**config.mk**
```make
export PLATFORM = sky130hd
export DESIGN_NAME = corevx_tlb_ptw_ctrl
export DESIGN_NICKNAME = d
export VERILOG_FILES = /design/src/rtl/corevx_tlb_pkg.sv /design/src/rtl/corevx_pte_check.sv /design/src/rtl/corevx_tlb_ptw_ctrl.sv
export SDC_FILE = /design/constraint.sdc
export NUM_CORES = 1
export LEC_CHECK = 0
export CORE_ASPECT_RATIO = 0.6
export CORE_UTILIZATION = 44
export CTS_BUF_LIST = sky130_fd_sc_hd__clkbuf_8
export DETAILED_ROUTE_END_ITERATION = 10
export PLACE_DENSITY = 0.86
export SLEW_MARGIN = 10
export SYNTH_ARGS = -nofsm -noshare
export SYNTH_HDL_FRONTEND = slang
export SYNTH_SLANG_ARGS = --single-unit
```
**constraint.sdc**
```tcl
create_clock -name clk -period 9.7 [get_ports clk]
set_clock_uncertainty 0.05 [all_clocks]
set_input_delay 0.97 -clock clk [delete_from_list [all_inputs] [get_ports clk]]
set_output_delay 0.97 -clock clk [all_outputs]
set_load 0.01 [all_outputs]
```
**src/rtl/corevx_tlb_pkg.sv**
```systemverilog
`default_nettype none
// ============================================================================
// Module   : corevx_tlb_pkg
// Brief    : Shared Sv32 widths, PTE bit positions and walker state encoding
// Revision : 1.0 - initial release
// ============================================================================
package corevx_tlb_pkg;

    // Sv32 geometry
    localparam int VPN_W   = 20;
    localparam int PPN_W   = 22;
    localparam int PTE_W   = 32;
    localparam int TAG_W   = 8;
    localparam int MEM_AW  = 34;
    localparam int LEVELS  = 2;
    localparam int LVL_W   = $clog2(LEVELS);

    // PTE flag bit positions
    localparam int PTE_V = 0;
    localparam int PTE_R = 1;
    localparam int PTE_W_BIT = 2;
    localparam int PTE_X = 3;
    localparam int PTE_U = 4;
    localparam int PTE_G = 5;
    localparam int PTE_A = 6;
    localparam int PTE_D = 7;

    // Walker states
    typedef enum logic [3:0] {
        ST_IDLE   = 4'd0,
        ST_LOOKUP = 4'd1,
        ST_WAIT   = 4'd2,
        ST_L1_REQ = 4'd3,
        ST_L0_REQ = 4'd4,
        ST_REFILL = 4'd5,
        ST_RESP   = 4'd6,
        ST_FLUSH  = 4'd7
    } ptw_state_e;

endpackage : corevx_tlb_pkg
`default_nettype wire

```
**src/rtl/corevx_pte_check.sv**
```systemverilog
`default_nettype none
// ============================================================================
// Module   : corevx_pte_check
// Brief    : Classifies a fetched Sv32 PTE as invalid / leaf / misaligned /
//            pointer for the level it was fetched at
// Revision : 1.0 - initial release
// ============================================================================
module corevx_pte_check
    import corevx_tlb_pkg::*;
(
    input  logic [PTE_W-1:0] pte_i,
    input  logic [LVL_W-1:0] level_i,
    output logic             invalid_o,
    output logic             leaf_o,
    output logic             misaligned_o,
    output logic             pointer_o
);

    // A/D/G/U, RSW and upper PPN bits do not affect classification
    logic w_unused_bits;
    assign w_unused_bits = ^{pte_i[31:20], pte_i[9:4]};

    // Classification: W without R is a reserved encoding and counts as invalid;
    // a superpage leaf must have its low PPN slice clear
    always_comb begin
        invalid_o    = ~pte_i[PTE_V] | (pte_i[PTE_W_BIT] & ~pte_i[PTE_R]);
        leaf_o       = ~invalid_o & (pte_i[PTE_R] | pte_i[PTE_X]);
        pointer_o    = ~invalid_o & ~leaf_o;
        misaligned_o = leaf_o & (level_i == LVL_W'(LEVELS - 1)) & (|pte_i[19:10]);
    end

endmodule : corevx_pte_check
`default_nettype wire

```
**src/rtl/corevx_tlb_ptw_ctrl.sv**
```systemverilog
`default_nettype none
// ============================================================================
// Module   : corevx_tlb_ptw_ctrl
// Brief    : Translation sequencer: TLB lookup, Sv32 two-level page-table
//            walk on miss, TLB refill and sfence.vma invalidation
// Revision : 1.0 - initial release
// ============================================================================
module corevx_tlb_ptw_ctrl
    import corevx_tlb_pkg::*;
(
    input  logic              clk,
    input  logic              rst,
    input  logic              satp_mode_i,
    input  logic [PPN_W-1:0]  satp_ppn_i,
    input  logic              req_i,
    input  logic [VPN_W-1:0]  req_vpn_i,
    input  logic              flush_i,
    output logic              flush_done_o,
    output logic              resp_done_o,
    output logic [PPN_W-1:0]  resp_phys_o,
    output logic [TAG_W-1:0]  resp_accesstag_o,
    output logic              resp_pagefault_o,
    output logic              resp_accessfault_o,
    output logic              tlb_enable_o,
    output logic              tlb_resolve_o,
    output logic              tlb_write_o,
    output logic              tlb_invalidate_o,
    output logic [VPN_W-1:0]  tlb_vaddr_o,
    output logic [VPN_W-1:0]  tlb_vaddr_w_o,
    output logic [PPN_W-1:0]  tlb_phys_w_o,
    output logic [TAG_W-1:0]  tlb_accesstag_w_o,
    input  logic              tlb_done_i,
    input  logic              tlb_miss_i,
    input  logic [PPN_W-1:0]  tlb_phys_r_i,
    input  logic [TAG_W-1:0]  tlb_accesstag_r_i,
    output logic              mem_read_o,
    output logic [MEM_AW-1:0] mem_addr_o,
    input  logic              mem_done_i,
    input  logic [PTE_W-1:0]  mem_rdata_i,
    input  logic              mem_error_i
);

    ptw_state_e       state_q, state_d;
    logic [VPN_W-1:0] vpn_q, vpn_d;
    logic [PPN_W-1:0] base_q, base_d;     // level-0 table PPN from the L1 pointer
    logic [PPN_W-1:0] phys_q, phys_d;     // leaf translation awaiting refill
    logic [TAG_W-1:0] tag_q, tag_d;
    logic             pend_q, pend_d;     // flush seen while busy
    logic [PPN_W-1:0] resp_phys_q;
    logic [TAG_W-1:0] resp_tag_q;
    logic             resp_pf_q, resp_af_q;

    logic             w_ld_resp;
    logic [PPN_W-1:0] w_resp_phys;
    logic [TAG_W-1:0] w_resp_tag;
    logic             w_resp_pf, w_resp_af;
    logic             w_lvl1;
    logic             w_pte_invalid, w_pte_leaf, w_pte_misaligned, w_pte_pointer;

    assign w_lvl1 = (state_q == ST_L1_REQ);

    corevx_pte_check u_pte_check (
        .pte_i        (mem_rdata_i),
        .level_i      (LVL_W'(w_lvl1)),
        .invalid_o    (w_pte_invalid),
        .leaf_o       (w_pte_leaf),
        .misaligned_o (w_pte_misaligned),
        .pointer_o    (w_pte_pointer)
    );

    assign tlb_enable_o       = satp_mode_i;
    assign tlb_vaddr_o        = vpn_q;
    assign tlb_vaddr_w_o      = vpn_q;
    assign tlb_phys_w_o       = phys_q;
    assign tlb_accesstag_w_o  = tag_q;
    assign resp_phys_o        = resp_phys_q;
    assign resp_accesstag_o   = resp_tag_q;
    assign resp_pagefault_o   = resp_pf_q;
    assign resp_accessfault_o = resp_af_q;

    // State and datapath registers; response fields load on entry to RESP
    always_ff @(posedge clk or posedge rst) begin
        if (rst) begin
            state_q     <= ST_IDLE;
            vpn_q       <= '0;
            base_q      <= '0;
            phys_q      <= '0;
            tag_q       <= '0;
            pend_q      <= 1'b0;
            resp_phys_q <= '0;
            resp_tag_q  <= '0;
            resp_pf_q   <= 1'b0;
            resp_af_q   <= 1'b0;
        end else begin
            state_q <= state_d;
            vpn_q   <= vpn_d;
            base_q  <= base_d;
            phys_q  <= phys_d;
            tag_q   <= tag_d;
            pend_q  <= pend_d;
            if (w_ld_resp) begin
                resp_phys_q <= w_resp_phys;
                resp_tag_q  <= w_resp_tag;
                resp_pf_q   <= w_resp_pf;
                resp_af_q   <= w_resp_af;
            end
        end
    end

    // Next-state, TLB/memory strobes and response selection
    always_comb begin
        state_d          = state_q;
        vpn_d            = vpn_q;
        base_d           = base_q;
        phys_d           = phys_q;
        tag_d            = tag_q;
        pend_d           = pend_q;
        w_ld_resp        = 1'b0;
        w_resp_phys      = '0;
        w_resp_tag       = '0;
        w_resp_pf        = 1'b0;
        w_resp_af        = 1'b0;
        flush_done_o     = 1'b0;
        resp_done_o      = 1'b0;
        tlb_resolve_o    = 1'b0;
        tlb_write_o      = 1'b0;
        tlb_invalidate_o = 1'b0;
        mem_read_o       = 1'b0;
        mem_addr_o       = '0;

        // A flush during a translation waits until the translation finishes
        if (flush_i && (state_q != ST_IDLE) && (state_q != ST_FLUSH)) begin
            pend_d = 1'b1;
        end

        case (state_q)
            ST_IDLE: begin
                if (flush_i || pend_q) begin
                    state_d = ST_FLUSH;
                end else if (req_i) begin
                    vpn_d   = req_vpn_i;
                    state_d = ST_LOOKUP;
                end
            end
            ST_FLUSH: begin
                tlb_invalidate_o = 1'b1;
                flush_done_o     = 1'b1;
                pend_d           = 1'b0;
                state_d          = ST_IDLE;
            end
            ST_LOOKUP: begin
                if (!satp_mode_i) begin
                    // Bare mode: identity map with full permissions
                    w_ld_resp   = 1'b1;
                    w_resp_phys = {2'b00, vpn_q};
                    w_resp_tag  = 8'hFF;
                    state_d     = ST_RESP;
                end else begin
                    tlb_resolve_o = 1'b1;
                    state_d       = ST_WAIT;
                end
            end
            ST_WAIT: begin
                if (tlb_done_i) begin
                    if (tlb_miss_i) begin
                        state_d = ST_L1_REQ;
                    end else begin
                        w_ld_resp   = 1'b1;
                        w_resp_phys = tlb_phys_r_i;
                        w_resp_tag  = tlb_accesstag_r_i;
                        state_d     = ST_RESP;
                    end
                end
            end
            ST_L1_REQ, ST_L0_REQ: begin
                mem_read_o = 1'b1;
                mem_addr_o = w_lvl1 ? {satp_ppn_i, vpn_q[19:10], 2'b00}
                                    : {base_q, vpn_q[9:0], 2'b00};
                if (mem_done_i) begin
                    if (mem_error_i) begin
                        w_ld_resp = 1'b1;
                        w_resp_af = 1'b1;
                        state_d   = ST_RESP;
                    end else if (w_pte_invalid || w_pte_misaligned ||
                                 (w_pte_pointer && !w_lvl1)) begin
                        w_ld_resp = 1'b1;
                        w_resp_pf = 1'b1;
                        state_d   = ST_RESP;
                    end else if (w_pte_leaf) begin
                        // Megapage leaf keeps the low VPN slice as page offset
                        phys_d  = w_lvl1 ? {mem_rdata_i[31:20], vpn_q[9:0]}
                                         : mem_rdata_i[31:10];
                        tag_d   = mem_rdata_i[7:0];
                        state_d = ST_REFILL;
                    end else begin
                        base_d  = mem_rdata_i[31:10];
                        state_d = ST_L0_REQ;
                    end
                end
            end
            ST_REFILL: begin
                tlb_write_o = 1'b1;
                w_ld_resp   = 1'b1;
                w_resp_phys = phys_q;
                w_resp_tag  = tag_q;
                state_d     = ST_RESP;
            end
            ST_RESP: begin
                resp_done_o = 1'b1;
                state_d     = ST_IDLE;
            end
            default: begin
                state_d = ST_IDLE;
            end
        endcase
    end

endmodule : corevx_tlb_ptw_ctrl
`default_nettype wire

```
* Yosys cells after proc, flatten, opt, wreduce, memory -nomap -nowiden
Index checks and enable logic that the tools add are counted.
** Operators by class
- Equality and inequality tests :: 11
- Multiplexer cells :: 42
- Bitwise logic cells :: 14
- Reductions and logical operators :: 16
** Operators with widths (count)
- $mux 34 :: 2
- $pmux 22 s3 :: 1
- $mux 22 :: 2
- $mux 8 :: 3
- $pmux 8 s3 :: 1
- $mux 1 :: 21
- $mux 20 :: 1
- $pmux 4 s5 :: 1
- $eq 4x3->1 const B :: 4
- $mux 4 :: 4
- $mux 10 :: 1
- $reduce_and 5->1 :: 2
- $reduce_or 10->1 :: 1
- $eq 4x2->1 const B :: 2
- $not 1->1 :: 7
- $mux 3 :: 2
- $reduce_and 3->1 :: 2
- $and 1x1->1 :: 5
- $eq 4x1->1 const B :: 1
- $logic_not 4->1 :: 1
- $mux 2 :: 2
- $ne 2x2->1 const B :: 2
- $ne 4x3->1 const B :: 1
- $pmux 1 s4 :: 1
- other kinds (8) :: 13
** Word-level totals
- Register bits :: 109
- Bits of input ports :: 113
- Output and inout port bits :: 143
- Logic and storage cells :: 93

* Longest topological paths before layout
Gate-level depths: netlist of run 1.
- Word-level depth :: 13
- Gate-level depth with buffers :: 9
- Mapped depth without buffers :: 5

* Modules after synthesis
A second synthesis of run 1 with hierarchy kept.
** Unflattened totals
- Cells, all modules :: 481
- Area, all modules :: 5415.2 um^2
** By module, submodules not included
- corevx_tlb_ptw_ctrl :: instances 1, cells each 471, area each 5347.6 um^2, sequential area each 2702.6 um^2
- corevx_pte_check :: instances 1, cells each 10, area each 67.6 um^2, sequential area each 0.0 um^2

* Least setup slack after synthesis of run 1
No wires, ideal clock.
- Kind :: input to register
- Start point :: input port mem_rdata_i[11]
- End point :: register phys_q[10] (netlist: tlb_phys_w_o[10])
- Setup time :: 0.125 ns
- Data arrival time :: 2.601 ns
- Required time :: 9.525 ns
- Setup slack :: 6.924 ns
- Stages on the path :: 7
- Path buffers :: 2
- Cells stage by stage :: nor4b_1 > and3_1 > o21ai_1 > or4_1 > buf_2 > buf_6 > mux2_4
** Between the ends
- Cells in the longest elaborated chain, start to end :: 6
** RTL lines
- start: declaration :: line corevx_tlb_ptw_ctrl.sv:39 : input logic [PTE_W-1:0] mem_rdata_i,
- $reduce_or 10->1 :: line corevx_pte_check.sv:29 : misaligned_o = leaf_o & (level_i == LVL_W'(LEVELS - 1)) & (|pte_i[19:10]);
- $and 1x1->1 :: line corevx_pte_check.sv:29
- $logic_or 1x1->1 (2 in a row) :: line corevx_tlb_ptw_ctrl.sv:184 : end else if (w_pte_invalid || w_pte_misaligned ||
- $not 1->1 (no line)
- $reduce_and 5->1 (no line)
- end signal: assignment :: line corevx_tlb_ptw_ctrl.sv:98 : phys_q <= phys_d;
- end: declaration :: line corevx_tlb_ptw_ctrl.sv:46 : logic [PPN_W-1:0] phys_q, phys_d;
No other way between the ends.
A chain may end at the register's enable or synchronous reset.

* Worst setup path in the final report of run 1
- Start point :: input port mem_rdata_i[11]
- End point :: register phys_q[20] (netlist: tlb_phys_w_o[20])
The elaborated chain is that of the path after synthesis.

==> results of run 1 <==
==> how the worst max path moves through the flow <==
stage	start	end	slack, ns
global route	state_q[0]	mem_read_o	5.58
finish	mem_rdata_i[11]	tlb_phys_w_o[20]	5.77
CTS	state_q[0]	mem_read_o	5.77
global placement	mem_rdata_i[0]	tlb_phys_w_o[20]	5.47
detailed placement	mem_rdata_i[11]	tlb_phys_w_o[20]	5.41
floorplan	rst	base_q[0]	5.83
==> state kept, by name, summed over array words and instances (netlist names) <==
register and flops:
base_q 22, resp_phys_o 22, tlb_phys_w_o 22, tlb_vaddr_o 20
resp_accesstag_o 8, tlb_accesstag_w_o 8, state_q 3, pend_q 1
resp_accessfault_o 1, resp_pagefault_o 1
==> power by group through the flow <==
stage	combinational, mW	sequential, mW	clock, mW
finish	0.972	0.819	0.287
CTS	0.978	0.816	0.295
detailed placement	0.973	0.823	0
global route	1.04	0.841	0.312
global placement	0.951	0.811	0
floorplan	0.452	0.803	0
==> metal layers <==
metal	track usage	wire length [microns]
met2	0.4510	8168
met3	0.07861	1564
met1	0.3869	7606
met5	0	0
met4	0.05706	179
==> critical path: stages <==
cell	delay [ns]
clkdlybuf4s50_1	0.52
nor4b_1	0.39
and3_1	0.29
o21ai_1	0.18
or4_2	1.24
mux2_1	0.52
==> through the flow <==
| stage | util | area [sq um] | setup WS, ns |
|---|---|---|---|
| 2_1_floorplan | - | 5298 | 5.834 |
| 3_3_place_gp | 0.6729 | 7754 | 5.466 |
| 3_5_place_dp | 0.6729 | 7754 | 5.405 |
| 4_1_cts | 0.6910 | 7963 | 5.766 |
| 5_1_grt | 0.6910 | 7963 | 5.576 |
| 6_report | 0.6910 | 7963 | 5.772 |
==> kinds of logic (layout without fill, tap and decap cells) <==
kind of cell / count (synthesis) / after routing
multiplexers: 72 / 72
flip-flops: 108 / 108
AND/OR/NAND/NOR: 70 / 70
buffers and inverters: 64 / 279
AO/OA/AOI/OAI: 112 / 112
other: 1 / 2
==> cell type report <==
cell class	instances	area, sq um	area share
inverter	5	21.27	0.002671
tap	160	200.2	0.02514
sequential	108	2703	0.3394
multi-input combinational	256	2265	0.2844
clock inverter	6	71.32	0.008957
timing repair buffer	258	2565	0.3221
clock buffer	10	137.6	0.01728
==> synthesized netlist by cell type <==
| cell type | n |
|---|---|
| a21boi_1 | 1 |
| a21o_1 | 10 |
| a21oi_1 | 5 |
| a221o_1 | 28 |
| a221oi_1 | 1 |
| a221oi_2 | 1 |
| a22o_1 | 55 |
| a22oi_1 | 2 |
| and3_1 | 4 |
| and3b_1 | 2 |
| buf_2 | 5 |
| buf_4 | 24 |
| buf_6 | 3 |
| clkbuf_1 | 27 |
| conb_1 | 1 |
| dfrtp_1 | 108 |
| inv_1 | 4 |
| inv_2 | 1 |
| mux2_1 | 43 |
| mux2_4 | 28 |
| mux2i_1 | 1 |
| nand2_1 | 36 |
| nand2b_1 | 3 |
| nand3_1 | 1 |
| nand3b_2 | 1 |
| nor2_1 | 8 |
| nor2b_1 | 4 |
| nor3_1 | 5 |
| nor3b_2 | 1 |
| nor4_1 | 1 |
| nor4b_1 | 2 |
| nor4bb_1 | 1 |
| o21a_1 | 1 |
| o21ai_0 | 2 |
| o21ai_1 | 1 |
| o21bai_1 | 1 |
| o221ai_1 | 1 |
| o22ai_1 | 2 |
| o31ai_1 | 1 |
| or4_1 | 1 |
==> results.ini, run 1 <==
[outcome]
status=completed

[routing]
via_count=4546
drt_iter0_drc=292
via_per_inst=5.661
wirelength_mm=17.52
antenna_left=0
post_drt_wl_per_cell_microns=21.82
drcViolationCount=0
drtPass1Iterations=5

[worst_setup_path]
r2r_cells=4
crit_required_ns=9.89
r2r-start=state_q[0]
timing.rr.end=tlb_phys_w_o[20]
crit_arrival_ns=4.12
critical_path.max_fanout=31
r2r_setup_slack_ns=6.03
setup.worst_path.end_class=register
cp-start-kind=input port
path_class=input port to register

[grt]
grt_pass1_vias=4539
antenna_found_initial=0
grt_pass1_wl_mm=26.21
track_usage=0.2826
grt_max_degree=86
grt-ovfl-total=0

[pwr]
switchingPower_mw=0.7455
p_comb_frac=0.468
pwr-share-clk=0.138
p_per_area_nw_per_um2=261.0
leakage_nw=3.656
p_int_mw=1.333
swShare=0.3587
seq_power_share=0.394
finalPower_mw=2.078
worst_ir_drop_vdd_mv=0.1413

[yosys]
ys_ff_latch=108
seq_area_frac_synth=0.5105
synth-compound-area-share=0.1827
synthXorXnorAreaFrac=0
muxShareOfSynthArea=0.1728
yosysWarningCount=0
yosysTopAreaCellShare=0.5105
syn_area_sq_um=5294
synthAdderAreaFrac=0
synth_area_leaders=dfrtp_1 51%, mux2_1 9.1%, a22o_1 9.1%
synthCells=427
synth_top_family_by_area=compound AO/OA/AOI/OAI gates
synth_top_area_cell=dfrtp_1
yosys.area_share.simple=0.06547
syn_avg_cell_area_sq_um=12.40
synthDistinctLibCells=40

[sta]
finalSetupViolations=0
slew_viol_final=0
fmax_mhz=254.6
finalSetupTns_ns=0
rsz0062_at_grt=false
hold_viol_final=0
min_period_over_period=0.4049
whs_ns=0.4415
worst_pin_slew_ns=1.107
finalCriticalPeriod_ns=3.928
maxSlewHeadroom=0.2619

[die]
die_x_microns=143.6
core-area_sq_um=11520
std_cell_rows=30
fp.dieH_microns=86.97
ios=256
start_util=0.4594
dieArea_sq_um=12490

[clock_network]
numCtsBuffers=9
clockBufferDepth=2
post_cts_buffers=0
cts_hold_buffers=0
cts-htree-levels=3
path_clk_slew_ns=0.10
tritoncts=done
root_buffer=clkbuf_8
cts-resized-gates=0
clk_latency_ns=0.37
cts.sinks=108

[place]
portBuffers=251
dp.cells=787
place_congestion=0.8418
hpwl_mm=12.65

[final_layout]
instances_no_fill=803
area_delta_synth_final_pct=50.41
drive_above_1_share=0.09331
final_cell_mix=251 x clkdlybuf4s50_1, 108 x dfrtp_1, 55 x a22o_1
final_common_cell=clkdlybuf4s50_1
diodes=0
fin_nets=751
num-fill-cells=871

[worst_hold_path]
hold_path_end=resp_accesstag_o[1]
whs_path_depth=1
min_path_type=register to register
hold_start=resp_accesstag_o[1]

[run]
drv_cap=0

No activity file was read; power rests on OpenSTA's default activity.
==> run 2: changes to the inputs <==
Settings changed: CORE_UTILIZATION 44 to 42, PLACE_DENSITY 0.86 to 0.83.
Clock period 9.7 ns to 4.1 ns, I/O delays scaled along.
==> run 2 against run 1 <==
  * Via count decreased by 1.5%
  * Utilization decreased by 3.7 points
  * Register-to-register slack got worse by 5.3 ns
  * Hold slack got worse by 0.0017 ns
  * Combinational power increased by 140%
  * Routed wire length decreased by 2.2%
  * Largest cell class unchanged
==> results.ini, run 2 (synthesis gave the netlist of run 1 again) <==
[sta]
finalSetupViolations=0  ; unchanged
min_period_over_period=0.8278
slew_viol_final=0  ; unchanged
finalCriticalPeriod_ns=3.394
hold_viol_final=0  ; unchanged
finalSetupTns_ns=0  ; unchanged
rsz0062_at_grt=false  ; unchanged
fin_ws_ns=0.7059  ; was 5.772 ns
maxSlewHeadroom=0.2841  ; was 0.2619
worst_pin_slew_ns=1.071  ; was 1.107 ns
fmax_mhz=294.6

[grt]
grt_pass1_vias=4455  ; was 4539
antenna_found_initial=0  ; unchanged
grt-ovfl-total=0  ; unchanged
track_usage=0.2588  ; was 0.2826
grt_max_degree=86  ; unchanged
grt_pass1_wl_mm=25.40  ; was 26.21 mm

[die]
fp.dieH_microns=88.97  ; was 86.97 microns
dieArea_sq_um=13070  ; was 12490 sq um
std_cell_rows=31  ; was 30
core-area_sq_um=12180  ; was 11520 sq um
ios=256  ; unchanged
die_x_microns=146.9  ; was 143.6 microns
start_util=0.4347  ; was 0.4594

[routing]
met2_length_mm=7.747  ; was 8.168 mm
wl_met3_mm=1.619  ; was 1.564 mm
via_count=4477  ; was 4546
drcViolationCount=0  ; unchanged
wirelength_mm=17.13  ; was 17.52 mm
post_drt_wl_per_cell_microns=21.20  ; was 21.82 microns
via_per_inst=5.541  ; was 5.661
antenna_left=0  ; unchanged
dr.max_layer_used=met4  ; unchanged
met1_length_mm=7.574  ; was 7.606 mm
drtPass1Iterations=5  ; unchanged
drt_iter0_drc=214  ; was 292

[outcome]
status=completed  ; unchanged

[final_layout]
area_delta_synth_final_pct=50.51  ; was 50.41%
instances_no_fill=808  ; was 803
fin_nets=752  ; was 751
final_cell_mix=251 x clkdlybuf4s50_1, 108 x dfrtp_1, 55 x a22o_1  ; unchanged
drive_above_1_share=0.09176  ; was 0.09331
final_common_cell=clkdlybuf4s50_1  ; unchanged
diodes=0  ; unchanged

[clock_network]
tritoncts=done  ; unchanged
cts-resized-gates=0  ; unchanged
numCtsBuffers=9  ; unchanged
post_cts_buffers=0  ; unchanged
root_buffer=clkbuf_8  ; unchanged
cts.sinks=108  ; unchanged
clockBufferDepth=2  ; unchanged
cts_hold_buffers=0  ; unchanged
cts-htree-levels=3  ; unchanged
path_clk_slew_ns=0.09  ; was 0.10 ns
clk_latency_ns=0.37  ; about the same

[worst_setup_path]
cp-start-kind=register  ; was input port
critical_path.max_fanout=21  ; was 31
slowest_delay_ns=0.97  ; was 1.24 ns
setup.worst_path.end_class=register  ; unchanged
crit_buf_inv=1  ; unchanged
crit_arrival_ns=3.60  ; was 4.12 ns
path_delay_family=simple AND/OR/NAND/NOR gates  ; unchanged
path_cells=nand3b_2, a221oi_2, o21ai_1, or4_2, buf_12, mux2_1  ; was clkdlybuf4s50_1, nor4b_1, and3_1, o21ai_1, or4_2, mux2_1
critPathSlowestCell=or4_2  ; unchanged
crit_required_ns=4.30  ; was 9.89 ns
path_class=register to register  ; was input port to register

[place]
pre_cts_ws_ns=0.7352  ; was 5.405 ns
place_congestion=0.9174  ; was 0.8418
hpwl_mm=12.09  ; was 12.65 mm
dp.cells=793  ; was 787
portBuffers=251  ; unchanged

[pwr]
p_per_area_nw_per_um2=611.4  ; was 261.0 nW/um^2
finalPower_mw=4.872  ; was 2.078 mW
worst_ir_drop_vdd_mv=0.3088  ; was 0.1413 mV
leakage_nw=3.656  ; about the same

[worst_hold_path]
min_path_type=register to register  ; unchanged

[run]
drv_cap=0  ; unchanged

-- run 2: cell types whose count changed in the layout (fill, tap and decap cells not counted), sizes merged --
cell / delta
clkbuf: -1
buf: +1
clkinvlp: +1
inv: -1
-- run 2: metrics by stage --
stage / area, sq um / hold WS (ns) / utilization
after floorplan: 5298 / 0.4090 / -
after global routing: 7968 / 0.4647 / 0.6542
after CTS: 7968 / 0.4440 / 0.6542
after global placement: 7785 / 0.4080 / 0.6392
after detailed placement: 7785 / 0.4185 / 0.6392
final: 7968 / 0.4398 / 0.6542
-- run 2: worst register-to-register path, cell delays in order (launching register included) --
cell and delay (ns):
dfrtp_1 0.73, nand3b_2 0.41, a221oi_2 0.32, o21ai_1 0.19
or4_2 0.97, buf_12 0.29, mux2_1 0.32
-- run 2: layout make-up --
type	count	area [sq um]
clock buffer	9	123.9
tap	165	206.4
clock inverter	6	58.81
sequential	108	2703
timing repair buffer	259	2585
fill	933	4212
inverter	5	21.27
multi-input combinational	256	2270
-- run 2: routing by layer --
metal | global-route usage | vias to the layer above
li1 | - | 1990
met1 | 0.3566 | 2230
met2 | 0.4072 | 237
met3 | 0.07500 | 20
met4 | 0.06186 | 0
met5 | 0 | -
-- run 2: where the power goes --
part / switching (mW) / internal, mW / leakage (nW)
Clock: 0.361 / 0.276 / 0.0977
Sequential: 0.435 / 1.48 / 1.42
Combinational: 0.949 / 1.38 / 2.14
-- run 2: worst paths after layout --
check                                     start          endpoint  slack [ns]  cells after the start
worst max-delay path                 state_q[0]  tlb_phys_w_o[20]        0.71                      6
worst min-delay path            resp_phys_o[20]   resp_phys_o[20]        0.44                      1
worst max register to register       state_q[0]  tlb_phys_w_o[20]        0.71                      6
worst min register to register  resp_phys_o[20]   resp_phys_o[20]        0.44                      1
max in group asynchronous                   rst        base_q[12]        2.45                      3
min in group asynchronous                   rst         base_q[7]        0.62                      2
